===== config.mk =====
export PLATFORM = sky130hd
export DESIGN_NAME = spi_master_ctrl
export DESIGN_NICKNAME = d
export VERILOG_FILES = /design/src/rtl/spi_pkg.sv /design/src/rtl/spi_tx_fifo.sv /design/src/rtl/spi_master_ctrl.sv
export SDC_FILE = /design/constraint.sdc
export NUM_CORES = 1
export LEC_CHECK = 0
export ABC_AREA = 1
export CAP_MARGIN = 20
export CORE_UTILIZATION = 35
export DETAILED_ROUTE_END_ITERATION = 7
export PLACE_DENSITY = 0.62
export SYNTH_ARGS = -nofsm -noshare
export SYNTH_HDL_FRONTEND = slang
export SYNTH_HIERARCHICAL = 1
export SYNTH_SLANG_ARGS = --single-unit

===== constraint.sdc =====
create_clock -name CLK -period 2.9 [get_ports CLK]
set_clock_uncertainty 0.1 [all_clocks]
set_input_delay 0.435 -clock CLK [delete_from_list [all_inputs] [get_ports CLK]]
set_output_delay 0.435 -clock CLK [all_outputs]
set_load 0.02 [all_outputs]

===== src/rtl/spi_pkg.sv =====
// spi_pkg: shared FSM encoding and default sizing
// for the SPI master controller and its TX buffer.
package spi_pkg;

  localparam int SPI_D_PACK     = 8;
  localparam int SPI_DIV        = 4;
  localparam int SPI_FIFO_DEPTH = 4;

  typedef enum logic [2:0] {
    S_IDLE  = 3'd0,
    S_SETUP = 3'd1,
    S_SHIFT = 3'd2,
    S_HOLD  = 3'd3,
    S_GAP   = 3'd4
  } spi_state_e;

endpackage


===== src/rtl/spi_tx_fifo.sv =====
// spi_tx_fifo: small show-ahead TX word buffer,
// synchronous write/pop, FULL/EMPTY from an occupancy count.
module spi_tx_fifo
  import spi_pkg::*;
#(
  parameter int W     = SPI_D_PACK,
  parameter int DEPTH = SPI_FIFO_DEPTH
) (
  input  logic         CLK,
  input  logic         RST,
  input  logic         wr_en,
  input  logic [W-1:0] wr_data,
  input  logic         rd_en,
  output logic [W-1:0] rd_data,
  output logic         full,
  output logic         empty
);

  localparam int AW = (DEPTH > 1) ? $clog2(DEPTH) : 1;
  localparam int NW = $clog2(DEPTH + 1);
  localparam logic [AW-1:0] PTR_LAST = AW'(DEPTH - 1);
  localparam logic [NW-1:0] N_FULL   = NW'(DEPTH);

  logic [W-1:0]  mem [DEPTH];
  logic [AW-1:0] wr_ptr;
  logic [AW-1:0] rd_ptr;
  logic [NW-1:0] count;
  logic          do_wr;
  logic          do_rd;

  assign full    = (count == N_FULL);
  assign empty   = (count == '0);
  assign do_wr   = wr_en && !full;
  assign do_rd   = rd_en && !empty;
  assign rd_data = mem[rd_ptr];

  // storage: data words need no reset, the count gates validity
  always_ff @(posedge CLK) begin
    if (do_wr) mem[wr_ptr] <= wr_data;
  end

  // pointers wrap at DEPTH; write+pop together keeps occupancy
  always_ff @(posedge CLK) begin
    if (RST) begin
      wr_ptr <= '0;
      rd_ptr <= '0;
      count  <= '0;
    end else begin
      if (do_wr)
        wr_ptr <= (wr_ptr == PTR_LAST) ? '0 : wr_ptr + 1'b1;
      if (do_rd)
        rd_ptr <= (rd_ptr == PTR_LAST) ? '0 : rd_ptr + 1'b1;
      unique case ({do_wr, do_rd})
        2'b10:   count <= count + 1'b1;
        2'b01:   count <= count - 1'b1;
        default: count <= count;
      endcase
    end
  end

endmodule


===== src/rtl/spi_master_ctrl.sv =====
// spi_master_ctrl: frames buffered words for an SPI serializer,
// generating SCLK, chip-select ENABLE and a DONE pulse per frame.
module spi_master_ctrl
  import spi_pkg::*;
#(
  parameter int D_PACK     = SPI_D_PACK,
  parameter int DIV        = SPI_DIV,
  parameter int FIFO_DEPTH = SPI_FIFO_DEPTH
) (
  input  logic              CLK,
  input  logic              RST,
  input  logic              WR_EN,
  input  logic [D_PACK-1:0] WR_DATA,
  output logic              FULL,
  input  logic              C_POL,
  input  logic              C_PH,
  output logic              SCLK,
  output logic              ENABLE,
  output logic [D_PACK-1:0] DATA_OUT,
  output logic              C_PH_OUT,
  output logic              BUSY,
  output logic              DONE
);

  localparam int CW = (DIV > 1) ? $clog2(DIV) : 1;
  localparam int EW = $clog2(2 * D_PACK + 1);
  localparam logic [CW-1:0] CNT_LAST  = CW'(DIV - 1);
  localparam logic [EW-1:0] EDGE_LAST = EW'(2 * D_PACK - 1);

  spi_state_e        state;
  logic [CW-1:0]     cnt;
  logic [EW-1:0]     edges;
  logic              cpol_q;
  logic              empty;
  logic              pop;
  logic              cnt_done;
  logic [D_PACK-1:0] head;

  assign pop      = (state == S_IDLE) && !empty;
  assign cnt_done = (cnt == CNT_LAST);

  spi_tx_fifo #(
    .W     (D_PACK),
    .DEPTH (FIFO_DEPTH)
  ) u_fifo (
    .CLK     (CLK),
    .RST     (RST),
    .wr_en   (WR_EN),
    .wr_data (WR_DATA),
    .rd_en   (pop),
    .rd_data (head),
    .full    (FULL),
    .empty   (empty)
  );

  // frame sequencer: setup, 2*D_PACK SCLK edges, hold, gap
  always_ff @(posedge CLK) begin
    if (RST) begin
      state    <= S_IDLE;
      cnt      <= '0;
      edges    <= '0;
      cpol_q   <= 1'b0;
      SCLK     <= 1'b0;
      ENABLE   <= 1'b1;
      DATA_OUT <= '0;
      C_PH_OUT <= 1'b0;
      BUSY     <= 1'b0;
      DONE     <= 1'b0;
    end else begin
      DONE <= 1'b0;
      unique case (state)
        S_IDLE: begin
          SCLK <= C_POL;
          cnt  <= '0;
          if (pop) begin
            DATA_OUT <= head;
            cpol_q   <= C_POL;
            C_PH_OUT <= C_PH;
            ENABLE   <= 1'b0;
            BUSY     <= 1'b1;
            edges    <= '0;
            state    <= S_SETUP;
          end
        end
        S_SETUP: begin
          SCLK <= cpol_q;
          if (cnt_done) begin
            cnt   <= '0;
            state <= S_SHIFT;
          end else begin
            cnt <= cnt + 1'b1;
          end
        end
        S_SHIFT: begin
          if (cnt_done) begin
            cnt   <= '0;
            SCLK  <= ~SCLK;
            edges <= edges + 1'b1;
            if (edges == EDGE_LAST) state <= S_HOLD;
          end else begin
            cnt <= cnt + 1'b1;
          end
        end
        S_HOLD: begin
          if (cnt_done) begin
            cnt    <= '0;
            ENABLE <= 1'b1;
            DONE   <= 1'b1;
            state  <= S_GAP;
          end else begin
            cnt <= cnt + 1'b1;
          end
        end
        S_GAP: begin
          if (cnt_done) begin
            cnt   <= '0;
            BUSY  <= 1'b0;
            state <= S_IDLE;
          end else begin
            cnt <= cnt + 1'b1;
          end
        end
        default: state <= S_IDLE;
      endcase
    end
  end

endmodule


==> results.json, run 1 <==
{
  "status": "complete, no violations",
  "ctsResizeCount": 0,
  "drc": 0,
  "gr-usage-all-layers_pct": 14.62,
  "cts.sinks": 65,
  "yosysSeqAreaShare_pct": 57.99,
  "async_reset_ff_share_pct": 0,
  "grt_pass1_vias": 2036,
  "cts-htree-levels": 3,
  "period_minus_slack_ps": 2461,
  "ios": 27,
  "rsz0062_at_grt": "no",
  "insertion_delay_ps": 340,
  "core_um2": 7727,
  "vias": 2087,
  "maxSlewViolCount": 0,
  "antenna_found_initial": 0,
  "crit_fanout": 14,
  "final_common_cell": "nand2_1",
  "start_util_pct": 36.19,
  "chipHeight_um": 91.39,
  "path_cells": "inv_1 -> nand2_1 -> inv_1 -> or2_1 -> clkinv_4 -> inv_1 -> nor2_1 -> ha_1 -> inv_1 -> fa_1 -> nand2_1 -> nand3_1 -> nand2_1 -> inv_1 -> nor2_1",
  "syn-num-nets": 322,
  "netlist_area_um2": 2796,
  "cp_top_family": "simple AND/OR/NAND/NOR gates",
  "dpl-instance-area_um2": 3173,
  "grt_pass1_wl_um": 9404,
  "grt_max_degree": 18,
  "drt-initial-drc-count": 84,
  "dr.pass1.iters": 4,
  "crit_buf_inv": 6,
  "cts_hold_buf": 0,
  "synth_edf_count": 32,
  "area_growth_pct": 21.25,
  "crit_type": "flip-flop to flip-flop",
  "multi_input_comb_area_um2": 963.4,
  "std_cell_rows": 32,
  "leakage_nw": 1.345,
  "synthFlopType": "dfxtp_1",
  "io_buffers": 26,
  "yosys_warnings": 6,
  "die-area_um2": 8351,
  "finalSetupTns_ps": 0,
  "regArea_um2": 1622,
  "maxSlewHeadroom_pct": 58.86,
  "dieWidth_um": 91.39,
  "crit_top_cell": "inv_1",
  "drv_cap": 0,
  "hp-class": "flip-flop to flip-flop",
  "hold_violations": 0,
  "setup_viol": 0,
  "p_per_area_nw_per_um2": 1021,
  "slowest_delay_ps": 400,
  "synth_area_per_cell_um2": 9.353,
  "overflow": 0,
  "muxShareOfSynthArea_pct": 0,
  "final_nets": 359,
  "final_cell_area_um2": 3391,
  "cp.required_ps": 3080,
  "synth_top_family_by_area": "simple AND/OR/NAND/NOR gates",
  "synth_compound_area_share_pct": 11.05,
  "post_cts_buffers": 0,
  "critPathArrivalTime_ps": 2640,
  "clock.fmax_mhz": 406.4,
  "worst_pin_slew_ps": 616.2,
  "clockBufferDepth": 2,
  "place_hpwl_um": 3818,
  "synthAdderAreaFrac_pct": 4.743,
  "synth_xor_area_share_pct": 0,
  "synth_cell_type_count": 29,
  "viasPerCell": 4.711,
  "ant_nets": 0,
  "synth_seq_cells": 65,
  "critPathLaunchType": "flip-flop",
  "endpoint_kind": "flip-flop",
  "vdd_drop_max_v": 0.0003902,
  "synth-simple-area-share_pct": 18.66,
  "cp_slowest_cell": "fa_1",
  "cts_tree": "done",
  "path_clk_slew_ps": 70,
  "cts_made_buffers": 9,
  "postRouteWirelength_um": 5585,
  "cts_root_buffer": "clkbuf_8",
  "fill_cells": 733,
  "diodes": 0,
  "layout-drive-gt1-share_pct": 10.56,
  "post_drt_wl_per_cell_um": 12.61,
  "syn_inst": 299,
  "routabilityCongestion": 0.7536,
  "period_share_pct": 84.85,
  "layout_common_cells": "nand2_1, nor2_1, inv_1, dfxtp_1, edfxtp_1"
}
==> final timing paths <==
path                                      start               to  slack, ps  cells after the start
worst min-delay path                     cpol_q           cpol_q        350                      2
worst min register to register           cpol_q           cpol_q        350                      2
worst max-delay path            u_fifo/count[2]  u_fifo/count[2]        440                     15
worst max register to register  u_fifo/count[2]  u_fifo/count[2]        440                     15
==> synth_stat cells, drive strengths merged (2+ instances only) <==
cell	instances	area [um^2]
a21oi	24	123.9
dfxtp	33	660.6
nand2	53	206.5
nor2	45	183.9
inv	39	146.4
o21ai	24	127.6
buf	5	52.54
or2	2	12.52
ha	9	112.6
nand3	16	85.08
edfxtp	32	960.9
nand3b	2	15.01
nand4	3	18.77
o22ai	8	50.05
==> worst min-delay path: cells and delay by family (launching register included) <==
kind,cells,cell delay (ps)
flops,1,300
buf+inv,1,60
compound gates,1,50
==> metrics by stage <==
stage	setup slack [ps]	hold WS [ps]	power [mW]	utilization [%]	cells
CTS	482.6	356.7	3.490	43.88	443
global placement	624.9	347.3	2.597	41.06	427
detailed placement	504.4	346.4	2.634	41.06	427
global route	230.4	392.9	3.730	43.88	443
finish	439.3	353.1	3.463	43.88	443
floorplan	692.7	324.6	2.259	-	299
==> sequential cells by signal, indices dropped and copies added (netlist names), 2 cells and up, named ones only <==
signal         cells
u_fifo/count       3
u_fifo/wr_ptr      2
DATA_OUT           8
cnt                2
edges              5
u_fifo/mem        32
state              3
u_fifo/rd_ptr      2
==> cells by family after synthesis <==
| family | Yosys count |
|---|---|
| buffers and inverters | 46 |
| adder cells (fa/ha/maj) | 10 |
| AO/OA/AOI/OAI | 57 |
| AND/OR/NAND/NOR | 121 |
| flip-flops | 65 |
==> layout make-up <==
cell class,instances,area share [%]
Tap cell,102,3.764
Inverter,40,4.576
Sequential cell,65,47.82
Multi-Input combinational cell,188,28.41
Clock inverter,6,2.657
Timing Repair Buffer,32,9.004
Clock buffer,10,3.764
==> power breakdown <==
| part | internal, mW | switching, mW | total (mW) |
|---|---|---|---|
| logic | 0.491 | 0.786 | 1.28 |
| registers | 1.18 | 0.159 | 1.33 |
| clock network | 0.487 | 0.364 | 0.852 |
| total | 2.15 | 1.31 | 3.46 |
==> per-layer routing <==
layer,global-route usage [%],vias up,share of wire (%)
li1,-,1061,-
met1,18.51,981,50
met2,22.81,39,45
met3,4.774,6,3.7
met4,6.217,0,1.4
met5,0,-,0
Note: power is estimated with default switching activity, not from simulation.
==> run 2: changes to the inputs <==
- PLACE_DENSITY: 0.62 -> 0.64
- clock period: 2.9 -> 2.01 ns (I/O delays scaled with it)
==> results.json, run 2 (synthesis results as in run 1) <==
{
  "status": "complete, but fails checks",
  "failed_checks": "setup timing",
  "die-area_um2": 8351,
  "drt-initial-drc-count": 55,
  "crit_fanout": 2,
  "multi_input_comb_area_um2": 1003,
  "viasPerCell": 4.595,
  "cts_root_buffer": "clkbuf_8",
  "critPathLaunchType": "flip-flop",
  "grt_max_degree": 17,
  "path_cells": "nor2_4 -> nand2_2 -> or2_4 -> clkinv_8 -> inv_4 -> nor2_4 -> ha_4 -> inv_2 -> fa_2 -> inv_2 -> nand2_2 -> nand3_2 -> nand2_1 -> inv_1 -> nor2_1",
  "dpl-instance-area_um2": 3297,
  "pwr-share-clk_pct": 23.5,
  "cts_hold_buf": 0,
  "leakage_nw": 1.431,
  "routabilityCongestion": 0.8223,
  "layout-drive-gt1-share_pct": 19.44,
  "gr-usage-all-layers_pct": 14.37,
  "ios": 27,
  "overflow": 0,
  "power.total_mw": 5.282,
  "cts_made_buffers": 9,
  "drc": 0,
  "grt_pass1_wl_um": 9135,
  "maxSlewViolCount": 0,
  "cts-htree-levels": 3,
  "io_buffers": 26,
  "hp-class": "flip-flop to flip-flop",
  "diodes": 0,
  "place_inst": 440,
  "regArea_um2": 1630,
  "place_hpwl_um": 3837,
  "p_int_mw": 3.318,
  "critPathArrivalTime_ps": 2180,
  "area_growth_pct": 27.29,
  "rsz0062_at_grt": "yes",
  "maxSlewHeadroom_pct": 77.52,
  "insertion_delay_ps": 340,
  "post-route-util_pct": 46.07,
  "drv_cap": 0,
  "largest_reg_flops": 32,
  "clockBufferDepth": 2,
  "dieWidth_um": 91.39,
  "final_critical_path_setup_slack_ps": -24.84,
  "cts.sinks": 65,
  "seq_power_share_pct": 35.9,
  "fill_cells": 748,
  "start_util_pct": 36.19,
  "cts_tree": "done",
  "cp.required_ps": 2150,
  "final_common_cell": "nand2_1",
  "core_um2": 7727,
  "final_nets": 373,
  "final_cell_area_um2": 3560,
  "period_share_pct": 101.2,
  "largest_register": "u_fifo/mem",
  "std_cell_rows": 32,
  "pwr-share-comb_pct": 40.6,
  "switching_share_pct": 37.18,
  "p_per_area_nw_per_um2": 1484,
  "path_clk_slew_ps": 80,
  "endpoint_kind": "flip-flop",
  "grt_pass1_vias": 2016,
  "vias": 2100,
  "stdcell_count": 457,
  "vdd_drop_max_v": 0.0005683,
  "post_drt_wl_per_cell_um": 11.87,
  "clock.fmax_mhz": 491.4,
  "pre_cts_ws_ps": -136.4,
  "worst_pin_slew_ps": 333.6,
  "slowest_delay_ps": 370,
  "antenna_found_initial": 0,
  "period_minus_slack_ps": 2035,
  "ant_nets": 0,
  "hold_violations": 0,
  "reg_top3": "u_fifo/mem: 32 flops, DATA_OUT: 8 flops, edges: 5 flops",
  "crit_type": "flip-flop to flip-flop",
  "dr.pass1.iters": 4,
  "cp_slowest_cell": "fa_2",
  "chipHeight_um": 91.39,
  "layout_common_cells": "nand2_1, nor2_1, inv_1, edfxtp_1, dfxtp_1",
  "postRouteWirelength_um": 5425,
  "setup_viol": 1,
  "power.switching_mw": 1.964
}
## run 2: layout make-up
type	instances	share of cell area, %
clock buffer	9	3.480
clock inverter	7	2.812
inverter	40	4.640
multi-input combinational	188	28.19
sequential	65	45.80
tap	102	3.585
timing repair buffer	46	11.49
## run 2: repair_timing
action	4_1_cts	5_1_grt
endpoints found under the setup margin	3	2
pin swaps	1	8
gates cloned	0	0
setup buffers	0	1
resized for setup	3	7
## run 2: power by group through the flow
stage | logic [mW] | clock network [mW] | registers [mW]
after global routing | 2.41 | 1.35 | 1.94
after CTS | 2.10 | 1.29 | 1.90
final | 2.14 | 1.24 | 1.90
after detailed placement | 2.07 | 0 | 1.93
after floorplan | 1.28 | 0 | 2.03
after global placement | 2.03 | 0 | 1.92
## run 2: final timing paths
| kind | depth (start not counted) | slack, ps | start | end |
|---|---|---|---|---|
| hold reg to reg | 2 | 350 | cpol_q | cpol_q |
| setup / recovery | 15 | -20 | state[0] | u_fifo/count[2] |
| hold / removal | 2 | 350 | cpol_q | cpol_q |
| setup reg to reg | 15 | -20 | state[0] | u_fifo/count[2] |
## run 2: stage by stage
stage	hold WS (ps)	setup TNS, ps
6_report	352.8	-24.84
5_1_grt	373.7	-125.4
4_1_cts	360.0	-65.77
3_5_place_dp	348.5	-169.9
3_3_place_gp	342.9	-44.44
2_1_floorplan	300.4	-80.73
## run 2: critical path: cells and delay by family, from the launching register on
| kind | cells | cell delay [ps] |
|---|---|---|
| buf+inv | 5 | 240 |
| fa+ha+maj | 2 | 520 |
| flops | 1 | 340 |
| simple gates | 8 | 750 |
## run 2: layer usage
layer,vias up,wire length [um],GRT usage [%]
met5,-,0,0
met3,8,223,5.109
met2,38,2627,24.06
li1,1094,-,-
met4,0,78,5.952
met1,960,2496,16.60
==> run 3: changes to the inputs <==
--- a/config.mk
+++ b/config.mk
@@ -9,5 +9,5 @@
 export CAP_MARGIN = 20
-export CORE_UTILIZATION = 35
+export CORE_UTILIZATION = 45
 export DETAILED_ROUTE_END_ITERATION = 7
-export PLACE_DENSITY = 0.64
+export PLACE_DENSITY = 0.77
 export SYNTH_ARGS = -nofsm -noshare
--- a/constraint.sdc
+++ b/constraint.sdc
@@ -4,2 +4,2 @@
 set_output_delay 0.3015 -clock CLK [all_outputs]
-set_load 0.02 [all_outputs]
+set_load 0.05 [all_outputs]
==> results.json, run 3 (synthesis results as in run 1) <==
{
  "place_hpwl_um": 3718,
  "crit_end": "u_fifo/count[2]",
  "cts_hold_buf": 0,
  "routabilityCongestion": 0.8022,
  "viasPerCell": 4.880,
  "critPathLaunchType": "flip-flop",
  "vdd_drop_max_v": 0.001007,
  "hold_start": "DATA_OUT[4]",
  "critPathArrivalTime_ps": 2190,
  "cts_tree": "done",
  "drv_cap": 0,
  "postRouteWirelength_um": 5435,
  "post_drt_wl_per_cell_um": 12.55,
  "leakage_nw": 1.432,
  "reg2reg_to": "u_fifo/count[2]",
  "slowest_delay_ps": 370,
  "pre_cts_ws_ps": -166.4,
  "rsz0062_at_grt": "yes",
  "pwr-share-clk_pct": 21.7,
  "use_met1_pct": 22.56,
  "hold_ws_ps": 362.0,
  "layout-drive-gt1-share_pct": 20.11,
  "status": "complete, no violations",
  "cp.depth": 14,
  "cp_top_family": "simple AND/OR/NAND/NOR gates",
  "final_nets": 376,
  "dr.pass1.iters": 4,
  "worstReg2RegStart": "state[0]",
  "drc": 0,
  "clock.fmax_mhz": 498.6,
  "maxSlewHeadroom_pct": 66.71,
  "maxSlewViolCount": 0,
  "p_int_mw": 3.328,
  "reg_top3": "u_fifo/mem: 32 flops, DATA_OUT: 8 flops, edges: 5 flops",
  "grtUsageMet2_pct": 30.25,
  "drt-initial-drc-count": 114,
  "switching_share_pct": 39.97,
  "p_per_area_nw_per_um2": 1568,
  "chipHeight_um": 80.83,
  "final_critical_path_setup_slack_ps": 4.324,
  "grt_max_degree": 17,
  "crit_buf_inv": 4,
  "fill_cells": 499,
  "cp_slowest_cell": "fa_2",
  "largest_register": "u_fifo/mem",
  "period_minus_slack_ps": 2006,
  "whs_path_depth": 2,
  "die-area_um2": 6533,
  "setup_viol": 0,
  "antenna_found_initial": 0,
  "insertion_delay_ps": 340,
  "cts_root_buffer": "clkbuf_8",
  "largest_reg_flops": 32,
  "period_share_pct": 99.78,
  "power.total_mw": 5.544,
  "path_cells": "nor2_4 -> nand2_2 -> or2_4 -> clkinv_8 -> inv_2 -> nor2_4 -> ha_4 -> inv_2 -> fa_2 -> nand2_2 -> nand3_2 -> nand2_1 -> inv_1 -> nor2_1",
  "gr-usage-all-layers_pct": 18.31,
  "hp-class": "flip-flop to flip-flop",
  "path_clk_slew_ps": 70,
  "worst_pin_slew_ps": 497.8,
  "rrSetupSlack_ps": 4,
  "clockBufferDepth": 2,
  "core_um2": 5956,
  "io_buffers": 26,
  "ios": 27,
  "cts-htree-levels": 3,
  "ff2ff_path_depth": 14,
  "overflow": 0,
  "vias": 2113,
  "startpoint": "state[0]",
  "hold_violations": 0,
  "seq_power_share_pct": 34.0,
  "std_cell_rows": 28,
  "endpoint_kind": "flip-flop",
  "pwr-share-comb_pct": 44.3,
  "cts_made_buffers": 9,
  "post-route-util_pct": 59.39,
  "start_util_pct": 46.95,
  "grt_pass1_wl_um": 8880,
  "grt_pass1_vias": 1977,
  "cp.required_ps": 2190,
  "final_common_cell": "nand2_1",
  "layout_common_cells": "nand2_1, nor2_1, inv_1, edfxtp_1, dfxtp_1",
  "power.switching_mw": 2.216,
  "cts.sinks": 65,
  "final_cell_area_um2": 3537,
  "dieWidth_um": 80.83,
  "met3_usage_pct": 3.034,
  "busiest_layer": "met2",
  "diodes": 0,
  "crit_type": "flip-flop to flip-flop",
  "crit_fanout": 2,
  "area_growth_pct": 26.49,
  "ant_nets": 0,
  "dpl-instance-area_um2": 3261
}
[run 3: what timing repair did]
| action | in CTS | in global routing |
|---|---|---|
| gates resized for setup | 2 | 6 |
| endpoints found under the setup margin | 2 | 2 |
| pin swaps | 1 | 5 |
| setup buffers | 1 | 3 |
[run 3: worst register-to-register path, stage by stage, from the launching register on]
cell	delay (ps)
dfxtp_2	340
nor2_4	110
nand2_2	60
or2_4	280
clkinv_8	50
inv_2	30
nor2_4	90
ha_4	140
inv_2	50
fa_2	370
nand2_2	90
nand3_2	70
nand2_1	60
inv_1	30
nor2_1	80
[run 3: routing by layer]
layer / part of all wire (%) / vias to the layer above
met3: 3.0 / 9
met5: 0 / -
met1: 47 / 968
met2: 49 / 39
met4: 1.3 / 0
li1: - / 1097
[run 3: power groups by stage]
stage	Sequential (mW)	Combinational [mW]	Clock, mW
2_1_floorplan	2.29	1.29	0
3_3_place_gp	1.90	2.27	0
3_5_place_dp	1.92	2.32	0
4_1_cts	1.89	2.37	1.22
5_1_grt	1.93	2.74	1.28
6_report	1.89	2.45	1.20
[run 3: how the worst min path moves through the flow]
stage,to,slack [ps]
finish,DATA_OUT[4],360
floorplan,u_fifo/mem[0][0],300
global route,DATA_OUT[4],390
global placement,cpol_q,350
CTS,DATA_OUT[4],370
detailed placement,cpol_q,350
[run 3: layout make-up]
cell class                      instances  area, um^2  area share (%)
Clock buffer                            9       123.9           3.502
Clock inverter                          7       92.59           2.618
Inverter                               40       162.7           4.599
Multi-Input combinational cell        188        1003           28.37
Sequential cell                        65        1630           46.09
Tap cell                               75       93.84           2.653
Timing Repair Buffer                   49       430.4           12.17
[run 3: through the flow]
step           instances  setup TNS, ps
6_report             433              0
5_1_grt              433         -114.8
4_1_cts              430         -52.10
3_5_place_dp         413         -250.5
3_3_place_gp         413         -84.88
2_1_floorplan        299         -80.73
